### src/rtl/mac_pipe_pkg.sv
// Shared definitions for the pipelined multiply-accumulate block:
// operation encodings and signed range helpers for the accumulator width.
package mac_pipe_pkg;

    typedef enum logic [1:0] {
        OP_MUL    = 2'd0,
        OP_MAC    = 2'd1,
        OP_MSU    = 2'd2,
        OP_CLRMUL = 2'd3
    } op_e;

    // Wide enough for any legal accumulator width; callers truncate to their width.
    function automatic logic [127:0] acc_max(input int w);
        return (128'd1 << (w - 1)) - 128'd1;
    endfunction

    function automatic logic [127:0] acc_min(input int w);
        return ~acc_max(w);
    endfunction

endpackage

### src/rtl/mac_pipe_mult.sv
// Operand extension, exact signed multiply and a valid-tagged register chain
// that carries the operation alongside each product.
module mac_pipe_mult
    import mac_pipe_pkg::*;
#(
    parameter int WIDTH     = 16,
    parameter int ACC_WIDTH = 2 * WIDTH + 8,
    parameter int STAGES    = 2
) (
    input  logic                        CLK,
    input  logic                        RST,
    input  logic                        EN,
    input  logic                        VLD,
    input  logic [WIDTH-1:0]            A,
    input  logic [WIDTH-1:0]            B,
    input  logic                        A_SIGNED,
    input  logic                        B_SIGNED,
    input  logic [1:0]                  OP,
    output logic                        PROD_VLD,
    output logic signed [ACC_WIDTH-1:0] PROD,
    output op_e                         PROD_OP
);

    localparam int MW = 2 * WIDTH + 2;

    logic signed [WIDTH:0]          a_ext;
    logic signed [WIDTH:0]          b_ext;
    logic signed [MW-1:0]           mul_c;
    logic signed [ACC_WIDTH-1:0]    prod_c;

    logic                           vld_p  [STAGES];
    logic signed [ACC_WIDTH-1:0]    prod_p [STAGES];
    op_e                            op_p   [STAGES];

    // One extra bit per operand makes every signedness combination an exact signed product.
    assign a_ext  = {A_SIGNED & A[WIDTH-1], A};
    assign b_ext  = {B_SIGNED & B[WIDTH-1], B};
    assign mul_c  = MW'(a_ext) * MW'(b_ext);
    assign prod_c = ACC_WIDTH'(mul_c);

    always_ff @(posedge CLK) begin
        if (RST) begin
            for (int i = 0; i < STAGES; i++) vld_p[i] <= 1'b0;
        end else if (EN) begin
            vld_p[0] <= VLD;
            for (int i = 1; i < STAGES; i++) vld_p[i] <= vld_p[i-1];
        end
    end

    always_ff @(posedge CLK) begin
        if (EN) begin
            prod_p[0] <= prod_c;
            op_p[0]   <= op_e'(OP);
            for (int i = 1; i < STAGES; i++) begin
                prod_p[i] <= prod_p[i-1];
                op_p[i]   <= op_p[i-1];
            end
        end
    end

    assign PROD_VLD = vld_p[STAGES-1];
    assign PROD     = prod_p[STAGES-1];
    assign PROD_OP  = op_p[STAGES-1];

endmodule

### src/rtl/mac_pipe.sv
// Pipelined multiply-accumulate with ready/valid handshake; accumulation,
// overflow detection and optional saturation happen in the output stage.
module mac_pipe
    import mac_pipe_pkg::*;
#(
    parameter int WIDTH     = 16,
    parameter int ACC_WIDTH = 2 * WIDTH + 8,
    parameter int STAGES    = 2,
    parameter int SATURATE  = 0
) (
    input  logic                 CLK,
    input  logic                 RST,
    input  logic                 IN_VALID,
    output logic                 IN_READY,
    input  logic [WIDTH-1:0]     A,
    input  logic [WIDTH-1:0]     B,
    input  logic                 A_SIGNED,
    input  logic                 B_SIGNED,
    input  logic [1:0]           OP,
    output logic                 OUT_VALID,
    input  logic                 OUT_READY,
    output logic [ACC_WIDTH-1:0] O,
    output logic                 OVF
);

    localparam logic signed [ACC_WIDTH-1:0] SMAX = ACC_WIDTH'(acc_max(ACC_WIDTH));
    localparam logic signed [ACC_WIDTH-1:0] SMIN = ACC_WIDTH'(acc_min(ACC_WIDTH));

    logic                        stall;
    logic                        vld_pl;
    logic signed [ACC_WIDTH-1:0] prod_pl;
    op_e                         op_pl;
    logic signed [ACC_WIDTH-1:0] acc;
    logic signed [ACC_WIDTH:0]   sum_c;
    logic                        ovf_c;
    logic signed [ACC_WIDTH-1:0] res_c;

    function automatic logic signed [ACC_WIDTH:0] add_sub(
        input logic signed [ACC_WIDTH-1:0] x,
        input logic signed [ACC_WIDTH-1:0] y,
        input logic                        sub
    );
        logic signed [ACC_WIDTH:0] xe;
        logic signed [ACC_WIDTH:0] ye;
        xe = {x[ACC_WIDTH-1], x};
        ye = {y[ACC_WIDTH-1], y};
        return sub ? (xe - ye) : (xe + ye);
    endfunction

    function automatic logic signed [ACC_WIDTH-1:0] sat_wrap(
        input logic signed [ACC_WIDTH:0] s,
        input logic                      of
    );
        if (of && SATURATE != 0) return s[ACC_WIDTH] ? SMIN : SMAX;
        return s[ACC_WIDTH-1:0];
    endfunction

    assign stall    = OUT_VALID && !OUT_READY;
    assign IN_READY = !stall;

    mac_pipe_mult #(
        .WIDTH     (WIDTH),
        .ACC_WIDTH (ACC_WIDTH),
        .STAGES    (STAGES)
    ) u_mult (
        .CLK      (CLK),
        .RST      (RST),
        .EN       (!stall),
        .VLD      (IN_VALID),
        .A        (A),
        .B        (B),
        .A_SIGNED (A_SIGNED),
        .B_SIGNED (B_SIGNED),
        .OP       (OP),
        .PROD_VLD (vld_pl),
        .PROD     (prod_pl),
        .PROD_OP  (op_pl)
    );

    assign sum_c = add_sub(acc, prod_pl, op_pl == OP_MSU);
    assign ovf_c = sum_c[ACC_WIDTH] ^ sum_c[ACC_WIDTH-1];
    assign res_c = sat_wrap(sum_c, ovf_c);

    // Output stage: accumulator and O register together
    always_ff @(posedge CLK) begin
        if (RST) begin
            OUT_VALID <= 1'b0;
            acc       <= '0;
            O         <= '0;
            OVF       <= 1'b0;
        end else if (!stall) begin
            OUT_VALID <= vld_pl;
            if (vld_pl) begin
                unique case (op_pl)
                    OP_MUL: O <= prod_pl;
                    OP_CLRMUL: begin
                        acc <= prod_pl;
                        O   <= prod_pl;
                        OVF <= 1'b0;
                    end
                    default: begin
                        acc <= res_c;
                        O   <= res_c;
                        OVF <= OVF | ovf_c;
                    end
                endcase
            end
        end
    end

endmodule
### config.mk
export PLATFORM = sky130hd
export DESIGN_NAME = mac_pipe
export DESIGN_NICKNAME = d
export VERILOG_FILES = /design/src/rtl/mac_pipe_pkg.sv /design/src/rtl/mac_pipe_mult.sv /design/src/rtl/mac_pipe.sv
export SDC_FILE = /design/constraint.sdc
export NUM_CORES = 1
export LEC_CHECK = 0
export ABC_AREA = 1
export BUFFER_PORTS_ARGS = -buffer_cell sky130_fd_sc_hd__buf_2
export CORE_UTILIZATION = 30
export DETAILED_ROUTE_END_ITERATION = 12
export SLEW_MARGIN = 20
export SYNTH_ARGS = -nofsm -noshare
export SYNTH_HDL_FRONTEND = slang
export SYNTH_SLANG_ARGS = --single-unit
### constraint.sdc
create_clock -name CLK -period 7.4 [get_ports CLK]
set_clock_uncertainty 0.2 [all_clocks]
set_input_delay 0 -clock CLK [delete_from_list [all_inputs] [get_ports CLK]]
set_output_delay 0 -clock CLK [all_outputs]
set_load 0.01 [all_outputs]
==> metrics.txt, run 1 <==
status=finished, final reports clean; RePlAce Congestion=0.926; Initial Util=0.305; Yosys cell types=51; register area share after synthesis=0.188; IO Port Bufs=82; worst-margin pin slew=about 1100 ps; CTS tree=built; largest area contributor in the netlist=fa_1; PostCTS Resize Cnt=0; CP max FO=18; GRT Residual Overflow=0; DRT Wirelength=54900 um; syn_area_per_cell=7.76 um2; htree depth=4; Post-DRT Antenna Nets=0; storage element area=0.00386 mm2; max_slew headroom=0.269; Root Buffer=clkbuf_16; post-layout minimum cycle time=about 5800 ps; clk_lat worst skew=440 ps; filler instances=7208; 1st-iter DRT viols=between 1000 and 1500; Mapped Nets=3121; PwrDens=512 mW/mm2; Die H=264 um; required time of the critical path=7390 ps; row cnt=95; Global Route Usage Sum=0.162; WP buf/inv=3; CP Data Arrival Time=around 5800 ps; core area=a little under 0.07 mm2; synth cell count leaders=625 x nand2_1, 616 x inv_1, 298 x fa_1, 177 x a21oi_1, 164 x nor2_1; Multi-input gate area=approximately 0.014 mm2; Avg WL per Cell=~15 um; highest metal layer with signal wires=met4; setup bufs post-CTS=0; CP Cell Sequence=buf_2 > nand2_1 > inv_1 > nand2_1 > inv_1 > fa_1 > fa_1 > fa_1 > fa_1 > fa_1 > fa_1 > ha_1 > nand2_1 > nor4_1 > nand3b_1 > nand3_1 > nand2_1 > nand3_1 > a21oi_1 > xnor2_1; clk sinks=about 160; Die Wd=264 um; Tightest Hold Check Type=in -> reg; crit share post-route=0.788; setup_tns=0 ps; Final nets=3132; ys flop type=dfxtp_1; first-pass GRT wire length=90800 um; Post-Synthesis Cells=2655; RSZ-0062 raised after global routing=false; WL met2=~26000 um; drt first pass iters=5; most frequent cell on the critical path=fa_1; Layout Utilization=0.332; Num CTS Buffers=17; Yosys Warn Count=0; max incr delay on CP=720 ps; Clk pin slew, worst setup/hold paths=70 ps; Async SR Flop Fraction=0; startpoint types=primary input; area growth from synthesis to layout=8.84%; die area=0.0697 mm2; # DRC=0; met3 routed WL=2980 um; worst hold slack=11.8 ps; worst setup margin=about 1600 ps; Vias=around 16000; pin count of the biggest net entering global routing=75; Pleak=11.8 nW; slowest stage cell, crit path=fa_1; #FFs+latches synth=about 160; Final Hold Vio Count=0; max cap viols=0; number of synthesized flops with an enable pin=between 70 and 80; critical path class=in -> reg; layout cells sized above 1=0.0594; CP top delay family=adder cells; worst vdd ir=between 400 and 500 uV; met1 WL=25400 um; Post-Syn Area=0.0206 mm2; final max-slew violation count=0; Max Root-Sink Buffers=2; initial antenna violation count=0; max frequency=171 MHz; Crit. End Element=flip-flop; Final Setup Violations=0; hpwl dp=43200 um; I/O pin count=83; vias in the first global route=about 17000; ANT cells=0; vias per cell=4.61; worst slack, placed=1100 ps; top cells by area, synth=fa_1 29%, nand2_1 11%, inv_1 11%; cell with the most instances after synthesis=nand2_1; area share of the largest cell type after synthesis=0.290
## flip-flops by register name (all words and copies together), names as in the netlist
signal,count
u_mult.vld_p,2
u_mult.prod_p,68
OVF,1
O,40
u_mult.op_p,4
acc,40
OUT_VALID,1
## tightest hold or removal path, cell delays in order
cell and delay (ps):
buf_2 100, buf_4 320, a21oi_1 200
## metrics by stage
stage	power [mW]	std cells	cell area (um2)
6_report	11.5	3552	22400
2_1_floorplan	8.54	2655	20600
3_3_place_gp	10.6	3514	21800
4_1_cts	11.5	3552	22400
3_5_place_dp	10.6	3514	21800
5_1_grt	12.9	3552	22400
## cell families (layout without fill, tap and decap cells)
family,Yosys count,count (layout),synth area share
AND/OR/NAND/NOR,916,916,0.182
buffers and inverters,725,749,0.133
adder cells (fa/ha/maj),426,426,0.367
AO/OA/AOI/OAI,345,345,0.0932
flip-flops,156,156,0.188
XOR/XNOR,87,87,0.0370
## cell type report
cell class | count | area share
multi-input combinational | 1774 | 0.625
sequential | 156 | 0.172
inverter | 620 | 0.104
tap | 873 | 0.0487
timing repair buffer | 97 | 0.0240
clock buffer | 17 | 0.0190
clock inverter | 15 | 0.00737
## repair_timing
| item | in CTS | in global routing |
|---|---|---|
| endpoints found under the setup margin | 0 | 0 |
| hold buffers | 6 | 0 |
| hold endpoints to repair | 7 | 0 |
## metal layers
| metal | vias up | track usage |
|---|---|---|
| met4 | 0 | 0.0385 |
| met3 | 62 | 0.0187 |
| met1 | 7813 | 0.220 |
| met5 | - | 0 |
| li1 | 8040 | - |
| met2 | 462 | 0.276 |
## cell usage in the layout, fill, tap and decap left out, types with 4 or more instances in the layout
cell type,n
nand3_2,4
a21oi_1,177
dfxtp_1,82
dlygate4sd3_1,6
nand3b_1,6
o21ai_1,5
nor3_1,15
xnor2_1,21
inv_1,615
clkbuf_16,17
nor4_1,9
nand3_1,58
buf_2,82
o211ai_1,5
inv_6,7
nor2_2,5
nand2_2,6
or2_2,4
xor2_1,66
a22oi_1,30
o21ai_0,89
inv_8,4
buf_4,9
a21o_1,7
ha_1,128
nand4_1,9
fa_1,298
o21bai_1,8
edfxtp_1,74
a31oi_1,6
nand2_1,625
nor2_1,163
## power breakdown
part / leakage (nW) / internal (mW) / total, mW / switching (mW)
clock network: 0.290 / 0.482 / 0.896 / 0.414
registers: 1.45 / 1.58 / 1.79 / 0.209
logic: 10.1 / 3.34 / 8.80 / 5.46
## final timing paths
path	startpoint	endpoint	slack, ps	depth (start not counted)
max reg2reg	u_mult.prod_p[0][41]$_DFFE_PN_	O[27]$_SDFFE_PP0P_	2830	22
min	RST	O[19]$_SDFFE_PP0P_	10	3
min reg2reg	u_mult.prod_p[0][24]$_DFFE_PN_	u_mult.prod_p[0][64]$_DFFE_PN_	220	0
max	A[15]	u_mult.prod_p[0][30]$_DFFE_PN_	1570	20
No activity file was read; power rests on OpenSTA's default activity.
==> run 2: changes to the inputs <==
--- a/config.mk
+++ b/config.mk
@@ -5,7 +5,7 @@
 export SDC_FILE = /design/constraint.sdc
 export NUM_CORES = 1
 export LEC_CHECK = 0
-export ABC_AREA = 1
+export ABC_AREA = 0
 export BUFFER_PORTS_ARGS = -buffer_cell sky130_fd_sc_hd__buf_2
 export CORE_UTILIZATION = 30
 export DETAILED_ROUTE_END_ITERATION = 12
==> constraint.sdc (replaced) <==
create_clock -name CLK -period 5.6 [get_ports CLK]
set_clock_uncertainty 0.2 [all_clocks]
set_input_delay 0 -clock CLK [delete_from_list [all_inputs] [get_ports CLK]]
set_output_delay 0 -clock CLK [all_outputs]
set_load 0.01 [all_outputs]
==> metrics.txt, run 2 <==
#FFs+latches synth=156 (unchanged); vias per cell=4.77 (was 4.61); hpwl dp=40800 um (was 43200 um); post-layout minimum cycle time=5470 ps; PwrDens=732 mW/mm2 (was 512 mW/mm2); Multi-input gate area=0.0141 mm2 (was 0.0140 mm2); worst vdd ir=757 uV (was 416 uV); # DRC=0 (unchanged); Async SR Flop Fraction=0 (unchanged); row cnt=92 (was 95); most common cell after layout, fill and taps aside=inv_1 (was nand2_1); largest area contributor in the netlist=fa_1 (unchanged); number of synthesized flops with an enable pin=74 (unchanged); Post-Layout Cell Count=3162 (was 3552); Yosys Warn Count=0 (unchanged); area share of the largest cell type after synthesis=0.308 (was 0.290); Final Hold Vio Count=0 (unchanged); I/O pin count=83 (unchanged); Yosys cell types=71 (was 51); Post-DRT Antenna Nets=0 (unchanged); filler instances=6433 (was 7208); status=finished, final reports clean (unchanged); clk_lat worst skew=450 ps (was 440 ps); critical path class=in -> reg (unchanged); DRT Wirelength=50300 um (was 54900 um); drt first pass iters=6 (was 5); Die Wd=256 um (was 264 um); max frequency=~180 MHz; Final Setup Violations=0 (unchanged); ANT cells=0 (unchanged); required time of the critical path=5600 ps (was 7390 ps); htree depth=4 (unchanged); clk sinks=156 (unchanged); Crit. End Element=flip-flop (unchanged); Die H=256 um (was 264 um); Post-Synthesis Cells=2089 (was 2655); final max-slew violation count=0 (unchanged); layout cells sized above 1=0.161 (was 0.0594); setup_tns=0 ps (unchanged); register area share after synthesis=0.200 (was 0.188); CP max FO=4 (was 18); Vias=15100 (was 16400); top cells by area, synth=fa_1 31%, edfxtp_1 11%, dfxtp_1 8.5% (was fa_1 29%, nand2_1 11%, inv_1 11%); first-pass GRT wire length=84400 um (was 90800 um); Post-Syn Area=0.0194 mm2 (was 0.0206 mm2); cell with the most instances after synthesis=inv_1 (was nand2_1); pin count of the biggest net entering global routing=77 (was 75); vias in the first global route=16200 (was 17200); startpoint types=primary input (unchanged); GRT Residual Overflow=0 (unchanged); worst-margin pin slew=971 ps (was 1090 ps); most frequent cells in the layout=316 x inv_1, 294 x fa_1, 226 x nand2_1, 189 x buf_4, 134 x a21oi_1 (was 625 x nand2_1, 615 x inv_1, 298 x fa_1, 177 x a21oi_1, 163 x nor2_1); Initial Util=0.305 (about the same); Global Route Usage Sum=0.158 (was 0.162); synth cell count leaders=328 x inv_1, 298 x fa_1, 229 x nand2_1, 139 x a21oi_1, 133 x and2_1 (was 625 x nand2_1, 616 x inv_1, 298 x fa_1, 177 x a21oi_1, 164 x nor2_1); crit share post-route=0.977; Pwr Total=16.8 mW (was 11.5 mW); design area=0.0230 mm2 (was 0.0224 mm2); Max Root-Sink Buffers=2 (unchanged); DP Area=0.0221 mm2 (was 0.0218 mm2); area growth from synthesis to layout=18.7% (was 8.84%); Cells after DPL=3118 (was 3514); Tightest Hold Check Type=in -> reg (unchanged); max cap viols=0 (unchanged); CP Data Arrival Time=5470 ps (was 5820 ps); ys flop type=dfxtp_1 (unchanged); Avg WL per Cell=15.9 um (was 15.4 um); biggest regs=u_mult.prod_p: 68 flops, O: 40 flops, acc: 40 flops (unchanged); 1st-iter DRT viols=758 (was 1232); syn_area_per_cell=9.27 um2 (was 7.76 um2); initial antenna violation count=1 (was 0); RSZ-0062 raised after global routing=true (was false); storage element area=0.00386 mm2 (unchanged); Clk pin slew, worst setup/hold paths=70 ps (about the same); Mapped Nets=2555 (was 3121); Final nets=2769 (was 3132); Root Buffer=clkbuf_16 (unchanged); Layout Utilization=0.362 (was 0.332); Pleak=10.9 nW (was 11.8 nW); max reg flops=68 (unchanged); Num CTS Buffers=17 (unchanged); max_slew headroom=0.349 (was 0.269); CTS tree=built (unchanged); die area=0.0656 mm2 (was 0.0697 mm2); IO Port Bufs=82 (unchanged); Reg with most FFs=u_mult.prod_p (unchanged); core area=0.0634 mm2 (was 0.0675 mm2); RePlAce Congestion=0.874 (was 0.926)
run 2: layout make-up:
class                      instances  share of cell area
clock buffer                      17              0.0185
clock inverter                    15             0.00729
inverter                         330              0.0540
multi-input combinational       1514               0.613
sequential                       156               0.168
tap                              846              0.0460
timing repair buffer             284              0.0926
run 2: where the power goes:
| group | switching [mW] | total, mW | internal, mW |
|---|---|---|---|
| sequential | 0.320 | 2.38 | 2.06 |
| clock | 0.573 | 1.17 | 0.601 |
| combinational | 6.47 | 13.3 | 6.80 |
run 2: cells by family after synthesis:
group / count (synthesis) / share of synthesized area
buffers and inverters: 419 / 0.0814
and+or+nand+nor: 584 / 0.147
muxes: 23 / 0.0120
xor gates and xnor gates: 102 / 0.0461
adders and majority gates: 426 / 0.391
DFF: 156 / 0.200
AOI/OAI and AO/OA: 379 / 0.123
run 2: metrics by stage:
| step | worst slack [ps] | hold WS, ps |
|---|---|---|
| finish | 130 | 68.9 |
| global route | -55.3 | 79.6 |
| CTS | 65.4 | 53.0 |
| detailed placement | -415 | -4.27 |
| global placement | -359 | -1.87 |
| floorplan | -31.6 | -101 |
run 2: final timing paths:
| path | from | to | slack (ps) | cells after the start |
|---|---|---|---|---|
| min reg2reg | u_mult.op_p[0][1]$_DFFE_PN_ | u_mult.op_p[0][3]$_DFFE_PN_ | 220 | 0 |
| max | A_SIGNED | u_mult.prod_p[0][31]$_DFFE_PN_ | 130 | 25 |
| max reg2reg | u_mult.prod_p[0][44]$_DFFE_PN_ | OVF$_SDFFE_PP0P_ | 310 | 21 |
| min | B[1] | u_mult.prod_p[0][1]$_DFFE_PN_ | 70 | 3 |
run 2: worst max-delay path, stage by stage:
cell     delay, ps
buf_8          100
and2_4         180
nand2_4         80
inv_4           40
fa_2           620
inv_2           60
fa_1           490
inv_2           40
fa_1           560
fa_1           450
fa_1           490
inv_1           50
fa_1           490
inv_2           40
ha_4           210
a21o_1         150
a21o_1         200
a21oi_2        150
o21ai_2         80
a31o_2         230
a41oi_2        200
a21oi_2        110
a21o_1         200
a21oi_2        150
xnor2_1         80
run 2: routing by layer:
metal	GRT usage	wire length, um
met4	0.0379	741
met1	0.214	23600
met3	0.0183	2220
met2	0.268	23700
met5	0	0
run 2: repair_timing:
action,CTS,global route
hold endpoints to repair,29,0
gates resized for setup,0,58
setup endpoints to repair,0,18
hold buffers,8,0
buffers inserted,0,5
==> run 3: changes to the inputs <==
--- a/config.mk
+++ b/config.mk
@@ -9,6 +9,7 @@
 export BUFFER_PORTS_ARGS = -buffer_cell sky130_fd_sc_hd__buf_2
 export CORE_UTILIZATION = 30
 export DETAILED_ROUTE_END_ITERATION = 12
+export GPL_TIMING_DRIVEN = 0
 export SLEW_MARGIN = 20
 export SYNTH_ARGS = -nofsm -noshare
 export SYNTH_HDL_FRONTEND = slang
==> metrics.txt, run 3 (synthesis gave the netlist of run 2 again) <==
status=finished, final reports clean (unchanged); crit share post-route=1.00 (was 0.977); Clk pin slew, worst setup/hold paths=60 ps (was 70 ps); Final Hold Vio Count=0 (unchanged); CP Cell Sequence=buf_8 > and2_4 > nand2_4 > inv_4 > fa_2 > buf_6 > buf_6 > fa_1 > fa_1 > fa_1 > fa_1 > inv_1 > fa_1 > inv_2 > ha_4 > nand4_1 > o32ai_2 > a21oi_2 > nand2b_4 > a21boi_4 > nor2b_4 > o31a_1 > xnor2_2; DP Area=0.0210 mm2 (was 0.0221 mm2); Final nets=2726 (was 2769); # DRC=0 (unchanged); slowest stage cell, crit path=fa_2 (unchanged); htree depth=4 (unchanged); post-layout minimum cycle time=5600 ps (was 5470 ps); most frequent cells in the layout=309 x inv_1, 287 x fa_1, 217 x nand2_1, 130 x a21oi_1, 123 x and2_1 (was 316 x inv_1, 294 x fa_1, 226 x nand2_1, 189 x buf_4, 134 x a21oi_1); Post-DRT Antenna Nets=0 (unchanged); max reg flops=68 (unchanged); Cells after DPL=3014 (was 3118); die area=0.0656 mm2 (unchanged); clk sinks=156 (unchanged); layout cells sized above 1=0.149 (was 0.161); most frequent cell on the critical path=fa_1 (unchanged); clk_lat worst skew=460 ps (was 450 ps); Post-Layout Cell Count=3119 (was 3162); worst-margin pin slew=976 ps (was 971 ps); max_slew headroom=0.349 (about the same); worst hold slack=74.8 ps (was 68.9 ps); biggest regs=u_mult.prod_p: 68 flops, O: 40 flops, acc: 40 flops (unchanged); pin count of the biggest net entering global routing=67 (was 77); final max-slew violation count=0 (unchanged); required time of the critical path=5590 ps (was 5600 ps); max frequency=179 MHz (was 183 MHz); hpwl dp=45200 um (was 40800 um); Final Setup Violations=0 (unchanged); ANT cells=0 (unchanged); WP buf/inv=6 (unchanged); Die Wd=256 um (unchanged); GRT Residual Overflow=0 (unchanged); drt first pass iters=5 (was 6); Crit. End Element=flip-flop (unchanged); vias per cell=4.95 (was 4.77); initial antenna violation count=0 (was 1); CP max FO=5 (was 4); max cap viols=0 (unchanged); Vias=15400 (was 15100); 1st-iter DRT viols=1053 (was 758); RSZ-0062 raised after global routing=true (unchanged); CP top delay family=adder cells (unchanged); Root Buffer=clkbuf_16 (unchanged); IO Port Bufs=78 (was 82); Max Root-Sink Buffers=2 (unchanged); most common cell after layout, fill and taps aside=inv_1 (unchanged); RePlAce Congestion=0.938 (was 0.874); Initial Util=0.305 (unchanged); Die H=256 um (unchanged); DRT Wirelength=57300 um (was 50300 um); row cnt=92 (unchanged); CTS tree=built (unchanged); Avg WL per Cell=18.4 um (was 15.9 um); CP Data Arrival Time=5590 ps (was 5470 ps); core area=0.0634 mm2 (unchanged); startpoint types=primary input (unchanged); vias in the first global route=16500 (was 16200); max incr delay on CP=600 ps (was 620 ps); design area=0.0234 mm2 (was 0.0230 mm2); first-pass GRT wire length=91100 um (was 84400 um); area growth from synthesis to layout=20.9% (was 18.7%); Reg with most FFs=u_mult.prod_p (unchanged); Global Route Usage Sum=0.178 (was 0.158); critical path class=in -> reg (unchanged); Tightest Hold Check Type=in -> reg (unchanged); Num CTS Buffers=17 (unchanged); I/O pin count=83 (unchanged)
-- run 3: cell types whose count changed in the layout (fill, tap and decap cells not counted), moves of 7 or more --
cell       before  now
buf_8           1   13
clkbuf_16      17   33
nand2_1       226  217
ha_1          124  116
fa_2            4   11
buf_12         10   19
buf_2          68   55
clkbuf_8        0   10
clkbuf_1        0   44
buf_4         189   58
inv_1         316  309
fa_1          294  287
-- run 3: area by class of cell --
type	instances	area [um2]
buffer	87	800
clock buffer	19	475
clock inverter	13	149
fill	6357	40000
inverter	330	1240
multi-input combinational	1514	14400
sequential	156	3860
tap	846	1060
timing repair buffer	154	1400
-- run 3: what timing repair did --
item / 4_1_cts / 5_1_grt
hold endpoints to repair: 18 / 0
hold buffers: 8 / 0
gates resized for setup: 184 / 104
setup endpoints to repair: 35 / 22
pin swaps: 52 / 60
buffers inserted: 31 / 33
gates cloned: 2 / 1
-- run 3: per-layer routing --
metal	routed length [um]	global-route usage	vias up	share of wire
li1	-	-	7110	-
met1	24800	0.230	7747	0.43
met2	28200	0.309	501	0.49
met3	3120	0.0208	88	0.055
met4	1230	0.0544	0	0.021
met5	0	0	-	0
-- run 3: through the flow --
| stage | utilization | TNS, ps | setup slack, ps |
|---|---|---|---|
| 4_1_cts | 0.359 | -70.0 | -38.8 |
| 3_3_place_gp | 0.330 | -21030 | -1530 |
| 3_5_place_dp | 0.330 | -21610 | -1580 |
| 2_1_floorplan | - | -31.6 | -31.6 |
| 6_report | 0.369 | 0 | 1.07 |
| 5_1_grt | 0.369 | -1170 | -230 |
-- run 3: worst paths after layout --
path / startpoint / end / slack [ps] / depth (start not counted)
min: OP[0] / u_mult.op_p[0][0]$_DFFE_PN_ / 70 / 2
max reg2reg: u_mult.op_p[0][2]$_DFFE_PN_ / OVF$_SDFFE_PP0P_ / 280 / 17
max: A[15] / u_mult.prod_p[0][30]$_DFFE_PN_ / 1 / 23
min reg2reg: u_mult.prod_p[0][23]$_DFFE_PN_ / u_mult.prod_p[0][63]$_DFFE_PN_ / 210 / 0
Power of run 3 is not shown: default switching activity piles up to over one toggle a cycle in this logic, so the estimate is an artifact.
